<file path="src/rtl/instr_sequencer.sv">
// ============================================================================
// Module  : instr_sequencer
// Purpose : Loadable program memory that issues one instruction at a time to a
//           processor and advances on the processor's completion pulse.
// Rev     : 1.0  initial release
// ============================================================================
`default_nettype none

module instr_sequencer #(
    parameter int              IW        = 10,
    parameter int              AW        = 4,
    parameter logic [IW-1:0]   HALT_WORD = {IW{1'b1}}
) (
    input  logic          clk,
    input  logic          rst,
    input  logic          load_en,
    input  logic [AW-1:0] load_addr,
    input  logic [IW-1:0] load_data,
    input  logic          run,
    input  logic          done,
    output logic [IW-1:0] instruction,
    output logic          instr_valid,
    output logic [AW-1:0] pc,
    output logic          halted
);

    localparam int c_DEPTH = 1 << AW;

    typedef enum logic [2:0] {
        S_IDLE  = 3'd0,
        S_FETCH = 3'd1,
        S_ISSUE = 3'd2,
        S_WAIT  = 3'd3,
        S_HALT  = 3'd4
    } state_t;

    state_t        r_state;
    state_t        w_next;
    logic          w_pc_adv;
    logic          w_fetch_halt;
    logic [IW-1:0] r_mem [c_DEPTH];
    logic [IW-1:0] r_instr;
    logic [AW-1:0] r_pc;
    logic          r_valid;
    logic          r_halted;

    assign w_fetch_halt = (r_mem[r_pc] == HALT_WORD);

    always_comb begin
        w_next   = r_state;
        w_pc_adv = 1'b0;
        case (r_state)
            S_IDLE: begin
                if (run) begin
                    w_next = S_FETCH;
                end
            end
            S_FETCH: begin
                w_next = w_fetch_halt ? S_HALT : S_ISSUE;
            end
            S_ISSUE: begin
                // Completion may arrive in the same cycle the instruction is offered.
                if (done) begin
                    w_next   = S_FETCH;
                    w_pc_adv = 1'b1;
                end else begin
                    w_next = S_WAIT;
                end
            end
            S_WAIT: begin
                if (done) begin
                    w_next   = S_FETCH;
                    w_pc_adv = 1'b1;
                end
            end
            S_HALT: begin
                if (!run) begin
                    w_next = S_IDLE;
                end
            end
            default: begin
                w_next = S_IDLE;
            end
        endcase
    end

    always_ff @(posedge clk) begin
        if (!rst) begin
            r_state  <= S_IDLE;
            r_pc     <= '0;
            r_instr  <= '0;
            r_valid  <= 1'b0;
            r_halted <= 1'b0;
        end else begin
            r_state  <= w_next;
            r_valid  <= (w_next == S_ISSUE);
            r_halted <= (w_next == S_HALT);
            if (w_pc_adv) begin
                r_pc <= r_pc + 1'b1;
            end
            if (r_state == S_FETCH) begin
                r_instr <= r_mem[r_pc];
            end
        end
    end

    // Program storage has no reset; writes only land while idle and out of reset.
    always_ff @(posedge clk) begin
        if (rst && (r_state == S_IDLE) && load_en) begin
            r_mem[load_addr] <= load_data;
        end
    end

    assign instruction = r_instr;
    assign instr_valid = r_valid;
    assign pc          = r_pc;
    assign halted      = r_halted;

endmodule

`default_nettype wire
</file>
<file path="config.mk">
export PLATFORM = sky130hd
export DESIGN_NAME = instr_sequencer
export DESIGN_NICKNAME = d
export VERILOG_FILES = /design/src/rtl/instr_sequencer.sv
export SDC_FILE = /design/constraint.sdc
export NUM_CORES = 1
export LEC_CHECK = 0
export CAP_MARGIN = 10
export CORE_MARGIN = 3
export CORE_UTILIZATION = 37
export CTS_CLUSTER_SIZE = 16
export DETAILED_ROUTE_END_ITERATION = 7
export PLACE_DENSITY_LB_ADDON = 0.25
export SLEW_MARGIN = 20
export SYNTH_ARGS = -nofsm -noshare
export SYNTH_HDL_FRONTEND = slang
export SYNTH_SLANG_ARGS = --single-unit
export TNS_END_PERCENT = 10
</file>
<file path="constraint.sdc">
create_clock -name clk -period 4.75 [get_ports clk]
set_clock_uncertainty 0.2 [all_clocks]
set_input_delay 0.95 -clock clk [delete_from_list [all_inputs] [get_ports clk]]
set_output_delay 0.95 -clock clk [all_outputs]
set_load 0.05 [all_outputs]
</file>
==> flow_summary_export.csv <==
group,metric,value,unit
run_status,status,"finished clean",
cts,clk_path_buf_depth,2,
cts,cts-htree-levels,4,
timing,period_needed,3.504,ns
placement,dpl.hpwl,9.193,mm
critical_path,required,4.61,ns
critical_path,crit_path_cell_trace,"clkdlybuf4s50_1, nand3_1, or3_1, nor2_1",
floorplanning,ios,35,
logic_synthesis,synth_area_leaders,"edfxtp_1 68%, mux4_2 7.0%, mux4_1 6.7%",
cts,ctsHoldBuffers,0,
detailed_routing,ant_nets,0,
critical_path,arrival,3.36,ns
timing,worst_slack,1.246,ns
layout,drive_above_1_share,0.1749,
floorplanning,die_height,144.4,microns
placement,place_area,7671,sq um
critical_path,endpoint_kind,"flip-flop",
logic_synthesis,synth_seq_cells,183,
hold_path,hold_class,"flip-flop to flip-flop",
grt,grt_max_degree,41,
detailed_routing,viasPerCell,5.276,
floorplanning,dieArea,20860,sq um
cts,cts_root_buffer,"clkbuf_16",
layout,fin_util,0.4503,
logic_synthesis,synth.most_common_cell,"edfxtp_1",
cts,cts_resized,0,
grt,grt_use_total,0.1468,
floorplanning,die_width,144.4,microns
placement,pre_cts_slack,0.7254,ns
pwr,power.total,3.328,mW
pwr,power.density,401.7,nW/um^2
layout,syn2layout_area_growth,16.82,%
cts,cts_tree,"yes",
logic_synthesis,synthArstFlopShare,0,
critical_path,timing.critical_path.max_delay_family,"simple AND/OR/NAND/NOR gates",
cts,clkSlewWorstSetupHoldPaths,0.07,ns
logic_synthesis,synth.cell_area,7091,sq um
critical_path,crit_buf_inv,1,
detailed_routing,dr_total_vias,3440,
logic_synthesis,syn_inst,365,
logic_synthesis,synth-edff-count,160,
pwr,seq_power_share,0.532,
logic_synthesis,ys_top_cells_by_count,"160 x edfxtp_1, 33 x nand2_1, 23 x dfxtp_1",
cts,cts_made_buffers,17,
pwr,clockPowerShare,0.424,
detailed_routing,drt_iter0_markers,244,
pwr,p_int,2.573,mW
detailed_routing,drc,0,
floorplanning,initial_core_util,0.3855,
logic_synthesis,ys_seq_area_frac,0.7425,
pwr,p_sw_frac,0.2267,
grt,grt_pass1_vias,3572,
detailed_routing,wl,14.31,mm
layout,diodes,0,
pwr,power.leakage,2.641,nW
critical_path,cp-start-kind,"primary input",
timing,setup-tns-final,0,ns
critical_path,cp_max_fo,22,
logic_synthesis,yosysUniqueCellTypes,37,
logic_synthesis,ys.flop_type,"edfxtp_1",
pwr,power_frac_comb,0.044,
critical_path,critPathKind,"primary input to flip-flop",
critical_path,max_stage_delay,0.84,ns
cts,post_cts_buffers,0,
timing,setup_violations,0,
detailed_routing,wl_per_cell,21.94,microns
logic_synthesis,syn_area_per_cell,19.43,sq um
layout,fin_nets,430,
floorplanning,rows,49,
timing,relSlewSlack,0.3155,
timing,timing.fmax,285.4,MHz
placement,port_buffers,34,
pwr,p_sw,0.7544,mW
timing,maxSlewViolCount,0,
cts,clk_latency,0.44,ns
timing,fin_crit_sh,0.7377,
timing,rsz0062_at_grt,"no",
grt,antenna_found_initial,0,
logic_synthesis,yosysWarnings,0,
grt,grt_pass1_wl,21.89,mm
job,maxCapViolCount,0,
grt,overflow,0,
timing,worstMarginPinSlew,1.027,ns
floorplanning,core-area,18390,sq um
placement,place_congestion,0.7477,
logic_synthesis,yosysTopAreaCell,"edfxtp_1",
logic_synthesis,synth_nets,385,
logic_synthesis,synth_top_area_frac,0.6776,
cts,clock-sinks,183,
pwr,ir_worst_vdd,315.1,uV
layout,fin_area,8283,sq um
critical_path,cpMaxStageDelayCell,"clkdlybuf4s50_1",
timing,timing.final.hold_violations,0,
detailed_routing,dr.pass1.iters,4,
layout by cell type, fill, tap and decap left out, types with 3 or more instances in the layout:
master / count
dfxtp_1: 21
clkbuf_16: 17
nand2_1: 33
nor2_1: 15
mux4_2: 22
edfxtp_1: 160
nand3_1: 3
clkinv_8: 4
nor2b_1: 4
mux4_1: 18
inv_8: 3
buf_4: 8
nand2_2: 3
a21boi_1: 10
and2_1: 5
clkinv_4: 4
nor3_1: 7
a22oi_1: 20
clkdlybuf4s50_1: 34
stage by stage:
stage                     hold slack [ns]  std cells
after global routing               0.2877        652
after floorplan                    0.2893        365
after CTS                          0.2619        652
after global placement             0.2423        620
after detailed placement           0.2527        620
final                              0.2556        652
final timing paths:
check                                                    to  cells after the start  slack, ns                         from
worst max-delay path                  r_mem[3][8]$_DFFE_PP_                      4       1.25                          rst
worst max register to register            halted$_SDFF_PN0_                      7       1.92                    flip-flop
worst min-delay path            instruction[6]$_SDFFE_PN0P_                      2       0.26  instruction[6]$_SDFFE_PN0P_
worst min register to register  instruction[6]$_SDFFE_PN0P_                      2       0.26  instruction[6]$_SDFFE_PN0P_
area by class of cell:
class	count	area, sq um
clock buffers	17	425.4
clock inverters	15	186.4
well taps	229	286.5
fillers	1559	10110
repair buffers	42	400.4
multi-input cells	164	1709
inverters	2	7.507
flip-flops and latches	183	5268
power by group through the flow:
stage / Clock, mW / Combinational [mW] / Sequential [mW]
after CTS: 1.44 / 0.151 / 1.77
after global placement: 0 / 0.149 / 1.80
final: 1.41 / 0.148 / 1.77
after detailed placement: 0 / 0.151 / 1.80
after global routing: 1.52 / 0.161 / 1.77
after floorplan: 0 / 0.0661 / 1.82
worst min-delay path, cell delays in order, from the launching register on:
cell and delay (ns):
dfxtp_1 0.31, nand2_1 0.05, a21boi_1 0.05
flip-flops by register name, indices dropped and copies added, names as in the netlist, named ones only:
register,flops
instr_valid,1
r_state,3
instruction,10
pc,4
r_mem,160
halted,1
kinds of logic (layout without fill, tap and decap cells):
kind of cell | Yosys count | after routing | share of synthesized area
compound gates | 35 | 35 | 0.03635
xor+xnor | 3 | 3 | 0.003706
fa+ha+maj | 1 | 1 | 0.001764
buf+inv | 18 | 76 | 0.01711
flops | 183 | 183 | 0.7425
mux | 41 | 41 | 0.1380
simple gates | 84 | 84 | 0.06052
routing by layer:
layer  up-vias  part of all wire  global-route usage
met5         -                 0                   0
met2        98              0.48              0.2277
met1      1767              0.45              0.2029
li1       1573                 -                   -
met3         2             0.064             0.04101
met4         0            0.0041             0.04664
No activity file was read; power rests on OpenSTA's default activity.
